[src/rtl/mips_fwd_pkg.sv]
// Shared types and select encodings for the EX-stage forwarding and load-use controller.
// The FWD_CTRL_STATS_EN macro enables the stall counter in the files that use this package.
package mips_fwd_pkg;

    localparam int FWD_REG_W = 5;

    localparam logic [1:0] FWD_RF    = 2'b00;
    localparam logic [1:0] FWD_EXMEM = 2'b01;
    localparam logic [1:0] FWD_MEMWB = 2'b10;

    // Shadow of one in-flight instruction's destination.
    typedef struct packed {
        logic                 valid;
        logic                 wr_en;
        logic [FWD_REG_W-1:0] wr_reg;
        logic                 is_load;
    } stage_t;

    function automatic logic stage_writes(input stage_t e);
        return e.valid & e.wr_en;
    endfunction

endpackage

[src/rtl/fwd_ctrl_if.sv]
// ID-stage request and forwarding/stall response bundle for fwd_ctrl.
// stall_cnt exists only when FWD_CTRL_STATS_EN is defined.
interface fwd_ctrl_if #(
    parameter int REG_W = 5,
    parameter int CNT_W = 16
);
    logic             id_valid;
    logic [REG_W-1:0] id_rs;
    logic [REG_W-1:0] id_rt;
    logic             id_use_rs;
    logic             id_use_rt;
    logic             id_wr_en;
    logic [REG_W-1:0] id_wr_reg;
    logic             id_is_load;
    logic             flush;
    logic             stall;
    logic [1:0]       fwd_a_sel;
    logic [1:0]       fwd_b_sel;
`ifdef FWD_CTRL_STATS_EN
    logic [CNT_W-1:0] stall_cnt;
`endif

    modport master (
        output id_valid, id_rs, id_rt, id_use_rs, id_use_rt,
        output id_wr_en, id_wr_reg, id_is_load, flush,
        input  stall, fwd_a_sel, fwd_b_sel
`ifdef FWD_CTRL_STATS_EN
        , input stall_cnt
`endif
    );

    modport slave (
        input  id_valid, id_rs, id_rt, id_use_rs, id_use_rt,
        input  id_wr_en, id_wr_reg, id_is_load, flush,
        output stall, fwd_a_sel, fwd_b_sel
`ifdef FWD_CTRL_STATS_EN
        , output stall_cnt
`endif
    );

endinterface

[src/rtl/fwd_src_match.sv]
// Compares one ID source register against the in-flight destinations and picks
// the operand select; also flags a hit on a load still in EX.
module fwd_src_match
    import mips_fwd_pkg::*;
#(
    parameter int REG_W = FWD_REG_W
) (
    input  logic             use_i,
    input  logic [REG_W-1:0] idx_i,
    input  stage_t           ex_i,
    input  stage_t           mem_i,
    input  stage_t           wb_i,
    output logic [1:0]       sel_o,
    output logic             load_hit_o
);

    logic ex_hit, mem_hit, wb_hit;

    function automatic logic src_hits(input logic used, input logic [REG_W-1:0] idx,
                                      input stage_t e);
        return used && (idx != '0) && stage_writes(e) && (e.wr_reg == FWD_REG_W'(idx));
    endfunction

    assign ex_hit     = src_hits(use_i, idx_i, ex_i);
    assign mem_hit    = src_hits(use_i, idx_i, mem_i);
    assign wb_hit     = src_hits(use_i, idx_i, wb_i);
    assign load_hit_o = ex_hit & ex_i.is_load;

    // Youngest producer wins; a WB producer is already visible through the
    // register file because it writes in the first half of the cycle.
    always_comb begin
        sel_o = FWD_RF;
        if (ex_hit)       sel_o = FWD_EXMEM;
        else if (mem_hit) sel_o = FWD_MEMWB;
        else if (wb_hit)  sel_o = FWD_RF;
    end

endmodule

[src/rtl/fwd_ctrl.sv]
// Forwarding and load-use hazard controller for the 5-stage MIPS pipeline.
// Define FWD_CTRL_STATS_EN to add the saturating stall_cnt output.
module fwd_ctrl
    import mips_fwd_pkg::*;
#(
    parameter int REG_W = FWD_REG_W,
    parameter int CNT_W = 16
) (
    input  logic          clk,
    input  logic          rst_n,
    fwd_ctrl_if.slave     bus
);

    localparam int NUM_SRC = 2;

    stage_t ex_q, mem_q, wb_q, ex_d;

    logic [NUM_SRC-1:0][REG_W-1:0] src_idx;
    logic [NUM_SRC-1:0]            src_use;
    logic [NUM_SRC-1:0][1:0]       src_sel;
    logic [NUM_SRC-1:0]            src_ld;
    logic [NUM_SRC-1:0][1:0]       sel_q, sel_d;

    logic stall_c, issue_c;

    assign src_idx = {bus.id_rt, bus.id_rs};
    assign src_use = {bus.id_use_rt, bus.id_use_rs};

    for (genvar s = 0; s < NUM_SRC; s++) begin : g_src
        fwd_src_match #(.REG_W(REG_W)) u_match (
            .use_i      (src_use[s]),
            .idx_i      (src_idx[s]),
            .ex_i       (ex_q),
            .mem_i      (mem_q),
            .wb_i       (wb_q),
            .sel_o      (src_sel[s]),
            .load_hit_o (src_ld[s])
        );
    end

    // flush outranks stall, so a squashed instruction never requests a hold.
    assign stall_c = bus.id_valid & ~bus.flush & (|src_ld);
    assign issue_c = bus.id_valid & ~stall_c & ~bus.flush;

    always_comb begin
        ex_d  = '0;
        sel_d = {FWD_RF, FWD_RF};
        if (issue_c) begin
            ex_d.valid   = 1'b1;
            ex_d.wr_en   = bus.id_wr_en;
            ex_d.wr_reg  = FWD_REG_W'(bus.id_wr_reg);
            ex_d.is_load = bus.id_is_load;
            sel_d        = src_sel;
        end
    end

    always_ff @(posedge clk or negedge rst_n) begin
        if (!rst_n) begin
            ex_q  <= '0;
            mem_q <= '0;
            wb_q  <= '0;
            sel_q <= '0;
        end else begin
            ex_q  <= ex_d;
            mem_q <= ex_q;
            wb_q  <= mem_q;
            sel_q <= sel_d;
        end
    end

    assign bus.stall     = stall_c;
    assign bus.fwd_a_sel = sel_q[0];
    assign bus.fwd_b_sel = sel_q[1];

`ifdef FWD_CTRL_STATS_EN
    logic [CNT_W-1:0] cnt_q, cnt_d;

    always_comb begin
        cnt_d = cnt_q;
        if (stall_c && (cnt_q != '1)) cnt_d = cnt_q + CNT_W'(1);
    end

    always_ff @(posedge clk or negedge rst_n) begin
        if (!rst_n) cnt_q <= '0;
        else        cnt_q <= cnt_d;
    end

    assign bus.stall_cnt = cnt_q;
`endif

endmodule

[src/flat_wrapper.sv]
// flat-port wrapper written by rule: the top's interface ports become plain ports
module fwd_ctrl_flat import mips_fwd_pkg::*;
#(
    parameter int REG_W = FWD_REG_W,
    parameter int CNT_W = 16
)
  (clk, rst_n, bus_id_valid, bus_id_rs, bus_id_rt, bus_id_use_rs, bus_id_use_rt, bus_id_wr_en, bus_id_wr_reg, bus_id_is_load, bus_flush, bus_stall, bus_fwd_a_sel, bus_fwd_b_sel);
  fwd_ctrl_if #(.REG_W(REG_W), .CNT_W(CNT_W)) bus_i ();
  input  logic clk;
  input  logic rst_n;
  input wire logic [$bits(bus_i.id_valid)-1:0] bus_id_valid;
  input wire logic [$bits(bus_i.id_rs)-1:0] bus_id_rs;
  input wire logic [$bits(bus_i.id_rt)-1:0] bus_id_rt;
  input wire logic [$bits(bus_i.id_use_rs)-1:0] bus_id_use_rs;
  input wire logic [$bits(bus_i.id_use_rt)-1:0] bus_id_use_rt;
  input wire logic [$bits(bus_i.id_wr_en)-1:0] bus_id_wr_en;
  input wire logic [$bits(bus_i.id_wr_reg)-1:0] bus_id_wr_reg;
  input wire logic [$bits(bus_i.id_is_load)-1:0] bus_id_is_load;
  input wire logic [$bits(bus_i.flush)-1:0] bus_flush;
  output wire logic [$bits(bus_i.stall)-1:0] bus_stall;
  output wire logic [$bits(bus_i.fwd_a_sel)-1:0] bus_fwd_a_sel;
  output wire logic [$bits(bus_i.fwd_b_sel)-1:0] bus_fwd_b_sel;
  assign bus_i.id_valid = bus_id_valid;
  assign bus_i.id_rs = bus_id_rs;
  assign bus_i.id_rt = bus_id_rt;
  assign bus_i.id_use_rs = bus_id_use_rs;
  assign bus_i.id_use_rt = bus_id_use_rt;
  assign bus_i.id_wr_en = bus_id_wr_en;
  assign bus_i.id_wr_reg = bus_id_wr_reg;
  assign bus_i.id_is_load = bus_id_is_load;
  assign bus_i.flush = bus_flush;
  assign bus_stall = bus_i.stall;
  assign bus_fwd_a_sel = bus_i.fwd_a_sel;
  assign bus_fwd_b_sel = bus_i.fwd_b_sel;
  fwd_ctrl #(.REG_W(REG_W), .CNT_W(CNT_W)) u_core (.clk(clk), .rst_n(rst_n), .bus(bus_i));
endmodule
[config.mk]
export PLATFORM = sky130hd
export DESIGN_NAME = fwd_ctrl_flat
export DESIGN_NICKNAME = d
export VERILOG_FILES = /design/src/rtl/mips_fwd_pkg.sv /design/src/rtl/fwd_ctrl_if.sv /design/src/rtl/fwd_src_match.sv /design/src/rtl/fwd_ctrl.sv /design/src/flat_wrapper.sv
export SDC_FILE = /design/constraint.sdc
export NUM_CORES = 1
export LEC_CHECK = 0
export BUFFER_PORTS_ARGS = -buffer_cell sky130_fd_sc_hd__buf_2
export CAP_MARGIN = 10
export CORE_UTILIZATION = 48
export CTS_CLUSTER_SIZE = 20
export DETAILED_ROUTE_END_ITERATION = 12
export PLACE_DENSITY_LB_ADDON = 0.15
export REMOVE_ABC_BUFFERS = 1
export SYNTH_ARGS = -nofsm -noshare
export SYNTH_HDL_FRONTEND = slang
export SYNTH_SLANG_ARGS = --single-unit
[constraint.sdc]
create_clock -name clk -period 2.25 [get_ports clk]
set_input_delay 0.45 -clock clk [delete_from_list [all_inputs] [get_ports clk]]
set_output_delay 0.45 -clock clk [all_outputs]
set_load 0.1 [all_outputs]
# After elaboration in Yosys (flattened, before gate mapping)
# Index checks and enable logic that the tools add are counted.
[word_totals]
regBits = 19
input_bits = 23
out_inout_bits = 5
elab_cells = 42
[classes]
n_eq_ne = 4
n_mux = 6
n_bitwise = 10
reduce_logical = 13
[ops]
columns = ["operator", "count"]
rows = [
  ["5-bit == test", 4],
  ["1-bit logical AND", 10],
  ["5-bit nonzero test", 2],
  ["1-bit bitwise AND", 8],
  ["2-bit two-way mux", 4],
  ["8-bit two-way mux", 1],
  ["4-bit two-way mux", 1],
  ["1-bit NOT", 2],
  ["2-bit OR reduction", 1],
]

# Depth between registers and ports, before layout
# Gate-level depths: netlist of the first run.
[depth]
depth_word = 11
depth_mapped = 6
mapped_depth_nobuf = 5

# Hierarchy
# A second synthesis of the first run with hierarchy kept.
[hier_totals]
cells_unflattened = 83
area_unflattened_um2 = 1158.6
[modules_own_cells]
columns = ["module", "n_inst", "cells_per_inst", "area_each_um2", "seq_area_each_um2"]
rows = [
  ["fwd_ctrl", 1, 43, 815.8, 700.7],
  ["fwd_src_match", 2, 20, 171.4, 0.0],
]

# Worst setup path before layout of the first run
# Ideal clock, no wire load.
[synth_timing]
kind = "input-to-output"
startpoint = "input port bus_id_rt[4]"
endpoint = "output port bus_stall"
arrival_time_ns = 2.180
setup_slack_ns = -0.380
cell_stages = 6
n_path_buf = 1
path_cell_list = "xnor2_1 > nand4_1 > nor4_1 > o21a_1 > buf_2 > and2_1"
[synth_via]
elab_chain_len = 7
word_cells_on_any_way = 8
[synth_lines]
columns = ["element", "line", "text"]
rows = [
  ["start: declaration", "flat_wrapper.sv:13", "input wire logic [$bits(bus_i.id_rt)-1:0] bus_id_rt;"],
  ["5-bit nonzero test", "fwd_src_match.sv:21", "return used && (idx != '0) && stage_writes(e) && (e.wr_reg == FWD_REG_W'(idx));"],
  ["1-bit logical AND", "--", ""],
  ["1-bit logical AND", "fwd_src_match.sv:21", ""],
  ["1-bit logical AND *", "fwd_src_match.sv:21", ""],
  ["1-bit bitwise AND *", "fwd_src_match.sv:27", "assign load_hit_o = ex_hit & ex_i.is_load;"],
  ["2-bit OR reduction *", "fwd_ctrl.sv:42", "assign stall_c = bus.id_valid & ~bus.flush & (|src_ld);"],
  ["1-bit bitwise AND *", "fwd_ctrl.sv:42", ""],
  ["end: declaration", "flat_wrapper.sv:20", "output wire logic [$bits(bus_i.stall)-1:0] bus_stall;"],
]
# Every way passes the cells marked *; elsewhere a longest branch is shown, timed or not.

# Worst setup path in the final report of the first run
[layout_timing]
startpoint = "input port bus_id_rt[1]"
endpoint = "output port bus_stall"
# The elaborated chain is that of the path after synthesis.

==> results of run 1 <==
==> layer usage <==
metal / up-vias / wire length, µm
li1: 361 / -
met1: 341 / 790
met2: 28 / 936
met3: 4 / 103
met4: 0 / 21
met5: - / 0
==> worst paths after layout <==
kind                                          start                           endpoint  slack, ns  cells after the start
max                                    bus_id_rt[1]                          bus_stall      -0.05                      7
min                                           rst_n          u_core.mem_q[5]$_DFF_PN0_       0.08                      1
max reg2reg                u_core.ex_q[5]$_DFF_PN0_  u_core.bus.fwd_b_sel[1]$_DFF_PN0_       0.63                      6
min reg2reg                u_core.ex_q[6]$_DFF_PN0_          u_core.mem_q[6]$_DFF_PN0_       0.39                      0
max in group asynchronous                     rst_n  u_core.bus.fwd_a_sel[1]$_DFF_PN0_       1.88                      1
min in group clk                   bus_id_wr_reg[2]           u_core.ex_q[3]$_DFF_PN0_       0.36                      3
==> power by group through the flow <==
stage	Sequential [µW]	Clock, µW	Combinational [µW]
after floorplan	366	0	36.9
after global placement	368	0	86.6
after global routing	364	185	114
after CTS	362	172	100
final	362	166	103
after detailed placement	369	0	88.9
==> stage by stage <==
step	cell area, µm²	total power (µW)
after floorplan	860	403
after global placement	1140	455
after detailed placement	1140	458
after CTS	1230	634
after global routing	1240	663
final	1240	631
==> logic make-up after synthesis <==
kind of cell | share of synthesized area [%]
xor+xnor | 20.2
compound gates | 3.89
flops | 54.8
simple gates | 20.2
buf+inv | 1.01
==> area by class of cell <==
cell class	count	area (µm²)	share of cell area (%)
flip-flops and latches	19	475	38.2
well taps	25	31.3	2.52
multi-input cells	58	430	34.6
clock buffers	4	26.3	2.11
repair buffers	43	280	22.5
==> state kept, by name, summed over array words and instances (netlist names) <==
register              cells
u_core.bus.fwd_b_sel      2
u_core.mem_q              7
u_core.bus.fwd_a_sel      2
u_core.ex_q               8
==> cells in the final DEF, fill, tap and decap left out, drive strengths merged, types with 3 or more instances in the layout <==
master | netlist | routed
buf | 1 | 43
clkbuf | 1 | 4
dfrtp | 19 | 19
nand2 | 8 | 8
nand4 | 5 | 5
nor2 | 8 | 8
nor4 | 3 | 3
or4 | 3 | 3
xnor2 | 16 | 16
xor2 | 4 | 4
==> what timing repair did <==
item | 4_1_cts | 5_1_grt
resized for setup | 10 | 2
cloned | 0 | 0
endpoints found under the setup margin | 1 | 1
buffers inserted | 3 | 0
pin swaps | 5 | 2
==> flow_summary.json, run 1 <==
{
  "use_met2_pct": 37.6,
  "antenna_left": 0,
  "status": "finished with violations",
  "setup_ws_ns": -0.0497,
  "grt_pass1_vias": 683,
  "top_usage_layer": "met2",
  "grt_max_degree": 20,
  "synth_top_cell_by_area": "dfrtp_1",
  "port_buffers": 27,
  "tritoncts": "done",
  "antennaDiodeCount": 0,
  "antenna_found_initial": 0,
  "layout.cells.non_filler": 149,
  "drive_gt1_share_pct": 42.7,
  "synth_warnings": 0,
  "vdd_drop_max_mv": 0.410,
  "start_util_pct": 50.8,
  "finalSetupTns_ns": -0.0497,
  "die_x_um": 44.5,
  "hold_violations": 0,
  "fin_skew_ns": 0.00174,
  "grt_use_met3_pct": 5.31,
  "dr.pass1.iters": 4,
  "drc": 0,
  "rsz0062_at_grt": "yes",
  "leakagePower_uw": 0.000593,
  "avgViaCountPerCell": 4.93,
  "seq_power_share_pct": 57.4,
  "gr-usage-all-layers_pct": 22.1,
  "power_density_mw_per_mm2": 507,
  "violations": "setup timing",
  "switchingPower_uw": 154,
  "p_int_uw": 477,
  "htreeDepth": 1,
  "gp_congestion": 0.798,
  "slowest_delay_ns": 0.53,
  "dieArea_mm2": 0.00198,
  "crit_path_end_kind": "output pin",
  "pin_count": 28,
  "synthTopCellsByArea": "dfrtp_1 55%, xnor2_1 16%, xor2_1 4.0%, nand4_1 3.6%, nand2_1 3.5%",
  "hp-class": "input pin to async pin",
  "place_ws_ns": -0.144,
  "wirelength_um": 1850,
  "fillers": 139,
  "syn_to_final_growth_pct": 43.2,
  "cts_made_buffers": 3,
  "synth_top_area_share_pct": 54.8,
  "cts_hold_buffers": 0,
  "netlist_top_cells_count": "19 x dfrtp_1, 16 x xnor2_1, 8 x nand2_1, 8 x nor2_1, 5 x nand4_1",
  "sw_frac_of_total_pct": 24.4,
  "cts_root_buffer": "clkbuf_4",
  "worst_ep_arrival_time_ns": 1.85,
  "setup_viol": 1,
  "dp_cells": 142,
  "slew_headroom_pct": 68.0,
  "synthArstFlopShare_pct": 100,
  "crit_buf_inv": 2,
  "ys.flop_type": "dfrtp_1",
  "synth_seq_cells": 19,
  "synthCells": 79,
  "timing.hold.ws_ns": 0.0759,
  "max_freq_mhz": 435,
  "finalMaxSlewViolations": 0,
  "cp_max_fo": 2,
  "ys_types": 21,
  "hpwl_um": 1380,
  "power_frac_comb_pct": 16.3,
  "period_minus_slack_ns": 2.30,
  "cp_top_family": "simple AND/OR/NAND/NOR gates",
  "syn-cell-area_um2": 868,
  "avgSynthCellArea_um2": 11.0,
  "cap_viol_max_count": 0,
  "wire_per_inst_um": 12.4,
  "clock-sinks": 19,
  "rows": 15,
  "crit_type": "input pin to output pin",
  "grt-ovfl-total": 0,
  "fin_crit_sh_pct": 102,
  "grt_pass1_wl_um": 3060,
  "ys_seq_area_share_pct": 54.8,
  "vias": 734,
  "cp-start-kind": "input pin",
  "final_util_pct": 72.8,
  "met1_usage_pct": 28.2,
  "clk_pin_slew_ns": 0.10,
  "drt_iter0_drc": 14,
  "clk_latency_ns": 0.29,
  "p_clk_share_pct": 26.2,
  "crit_required_ns": 1.80,
  "cpMaxStageDelayCell": "or4_4",
  "yosysMostFrequentCell": "dfrtp_1",
  "core_mm2": 0.00171,
  "worstMarginPinSlew_ns": 0.483,
  "cp_cell_sequence": "buf_8 > or4_4 > o21ai_4 > nor4_4 > o21a_1 > and2_4 > buf_12",
  "synth-edff-count": 0,
  "die_h_um": 44.5,
  "fin_nets": 148,
  "cts_buffer_depth": 2
}
Note: power is estimated with default switching activity, not from simulation.
==> run 2: changes to the inputs <==
CORE_MARGIN = 2   (was default)
RECOVER_POWER = 50   (was default)
==> run 2 against run 1 <==
Critical path type unchanged. Critical path depth stayed put. Clock power hardly changed. Count of clock-buffer cells in the layout stayed put. Clock skew is 0.0044 ns higher. Register-to-register slack worse by 0.04 ns. The run still ends with setup timing left. Cell count is 2.7% higher. Sequential share of layout area is 0.86 points lower. Combinational power is 6% higher. Largest cell class unchanged. Routed wire length is 11% higher. Critical endpoint unchanged.
==> flow_summary.json, run 2 (same netlist as run 1, synthesis figures left out) <==
{
  "crit_type": "input pin to output pin",
  "cts_root_buffer": "clkbuf_4",
  "status": "finished with violations",
  "largestRegisters": "u_core.ex_q: 8 flops, u_core.mem_q: 7 flops",
  "antenna_found_initial": 0,
  "fin_crit_sh_pct": 102,
  "cp_max_fo": 2,
  "grt_pass1_wl_um": 3220,
  "cts_hold_buffers": 0,
  "port_buffers": 27,
  "r2r_start": "u_core.ex_q[1]$_DFF_PN0_",
  "hold_violations": 0,
  "pin_count": 28,
  "tritoncts": "done",
  "final_common_cell": "buf_2",
  "max_freq_mhz": 436,
  "die_x_um": 46.5,
  "top_register": "u_core.ex_q",
  "place_ws_ns": -0.161,
  "start_util_pct": 50.8,
  "cap_viol_max_count": 0,
  "wire_per_inst_um": 13.5,
  "leakagePower_uw": 0.000608,
  "grt_max_degree": 20,
  "core_mm2": 0.00171,
  "rsz0062_at_grt": "yes",
  "gp_congestion": 0.813,
  "crit_required_ns": 1.80,
  "clk_pin_slew_ns": 0.10,
  "wirelength_um": 2060,
  "largest_register_ff_count": 8,
  "dieArea_mm2": 0.00217,
  "setup_ws_ns": -0.0413,
  "die_h_um": 46.5,
  "htreeDepth": 1,
  "fin_skew_ns": 0.00614,
  "clk_latency_ns": 0.29,
  "fillers": 125,
  "antenna_left": 0,
  "drt_iter0_drc": 13,
  "grt_pass1_vias": 706,
  "final_cell_mix": "24 x buf_2, 20 x buf_4, 19 x dfrtp_1, 16 x xnor2_1",
  "syn_to_final_growth_pct": 46.5,
  "drc": 0,
  "crit_path_end_kind": "output pin",
  "timing.reg2reg.setup_slack_ns": 0.59,
  "gr-usage-all-layers_pct": 22.3,
  "cts_buffer_depth": 2,
  "avgViaCountPerCell": 4.91,
  "finalSetupTns_ns": -0.0413,
  "finalMaxSlewViolations": 0,
  "drive_gt1_share_pct": 43.8,
  "cp-start-kind": "input pin",
  "vdd_drop_max_mv": 0.498,
  "violations": "setup timing",
  "hpwl_um": 1430,
  "cts_made_buffers": 3,
  "period_minus_slack_ns": 2.29,
  "hp-class": "input pin to async pin",
  "antennaDiodeCount": 0,
  "grt-ovfl-total": 0,
  "power_density_mw_per_mm2": 501,
  "r2r-end": "u_core.bus.fwd_b_sel[1]$_DFF_PN0_",
  "clock-sinks": 19,
  "dr.pass1.iters": 4,
  "slew_headroom_pct": 33.7,
  "setup.worst_path.start": "bus_id_rt[1]",
  "rows": 15,
  "rr_worst_depth": 5,
  "worst_ep_arrival_time_ns": 1.84,
  "worstMarginPinSlew_ns": 0.994,
  "vias": 751,
  "fin_nets": 152,
  "setup_viol": 1
}
## run 2: cell count changes in the layout (fill, tap and decap cells not counted), sizes merged
cell,change
clkbuf,+1
buf,+3
## run 2: worst max-delay path, stage by stage
cell	delay [ns]
buf_8	0.09
or4_4	0.54
o21ai_4	0.17
nor4_4	0.07
o21a_1	0.21
and2_4	0.15
buf_12	0.16
## run 2: through the flow
stage | std cells | power (µW) | hold WS (ns) | utilization, % | cell area (µm²)
floorplan | 77 | 403 | 0.154 | - | 860
global placement | 141 | 453 | 0.360 | 66.2 | 1130
detailed placement | 141 | 457 | 0.364 | 66.2 | 1130
CTS | 153 | 642 | 0.0895 | 74.1 | 1270
global route | 153 | 667 | 0.348 | 74.5 | 1270
finish | 153 | 638 | 0.294 | 74.5 | 1270
## run 2: routing by layer
| layer | track usage [%] | wire, µm |
|---|---|---|
| met5 | 0 | 0 |
| met4 | 8.57 | 29 |
| met3 | 4.71 | 161 |
| met2 | 35.6 | 1000 |
| met1 | 29.3 | 871 |
## run 2: report_power, final
group / switching (µW) / leakage [µW] / total, µW / internal (µW)
combinational: 48.4 / 0.000337 / 109 / 60.9
sequential: 10.7 / 0.000257 / 363 / 352
clock: 96.8 / 0.0000150 / 166 / 68.8
total: 156 / 0.000608 / 638 / 482
## run 2: how the worst max path moves through the flow
stage	depth (start not counted)	end	slack, ns
finish	7	bus_stall	-0.04
global route	7	bus_stall	-0.06
CTS	7	bus_stall	-0.06
detailed placement	7	bus_stall	-0.16
global placement	7	bus_stall	-0.14
floorplan	5	bus_stall	-0.38
## run 2: cell type report
type                    instances  area, µm²  share of cell area, %
flip-flops and latches         19        475                   37.4
multi-input cells              58        430                   33.8
repair buffers                 47        309                   24.3
well taps                      25       31.3                   2.46
clock buffers                   4       26.3                   2.06
## run 2: timing repair
item,CTS,global route
setup buffers,8,0
pin swaps,6,5
gates resized for setup,11,1
setup endpoints to repair,1,1
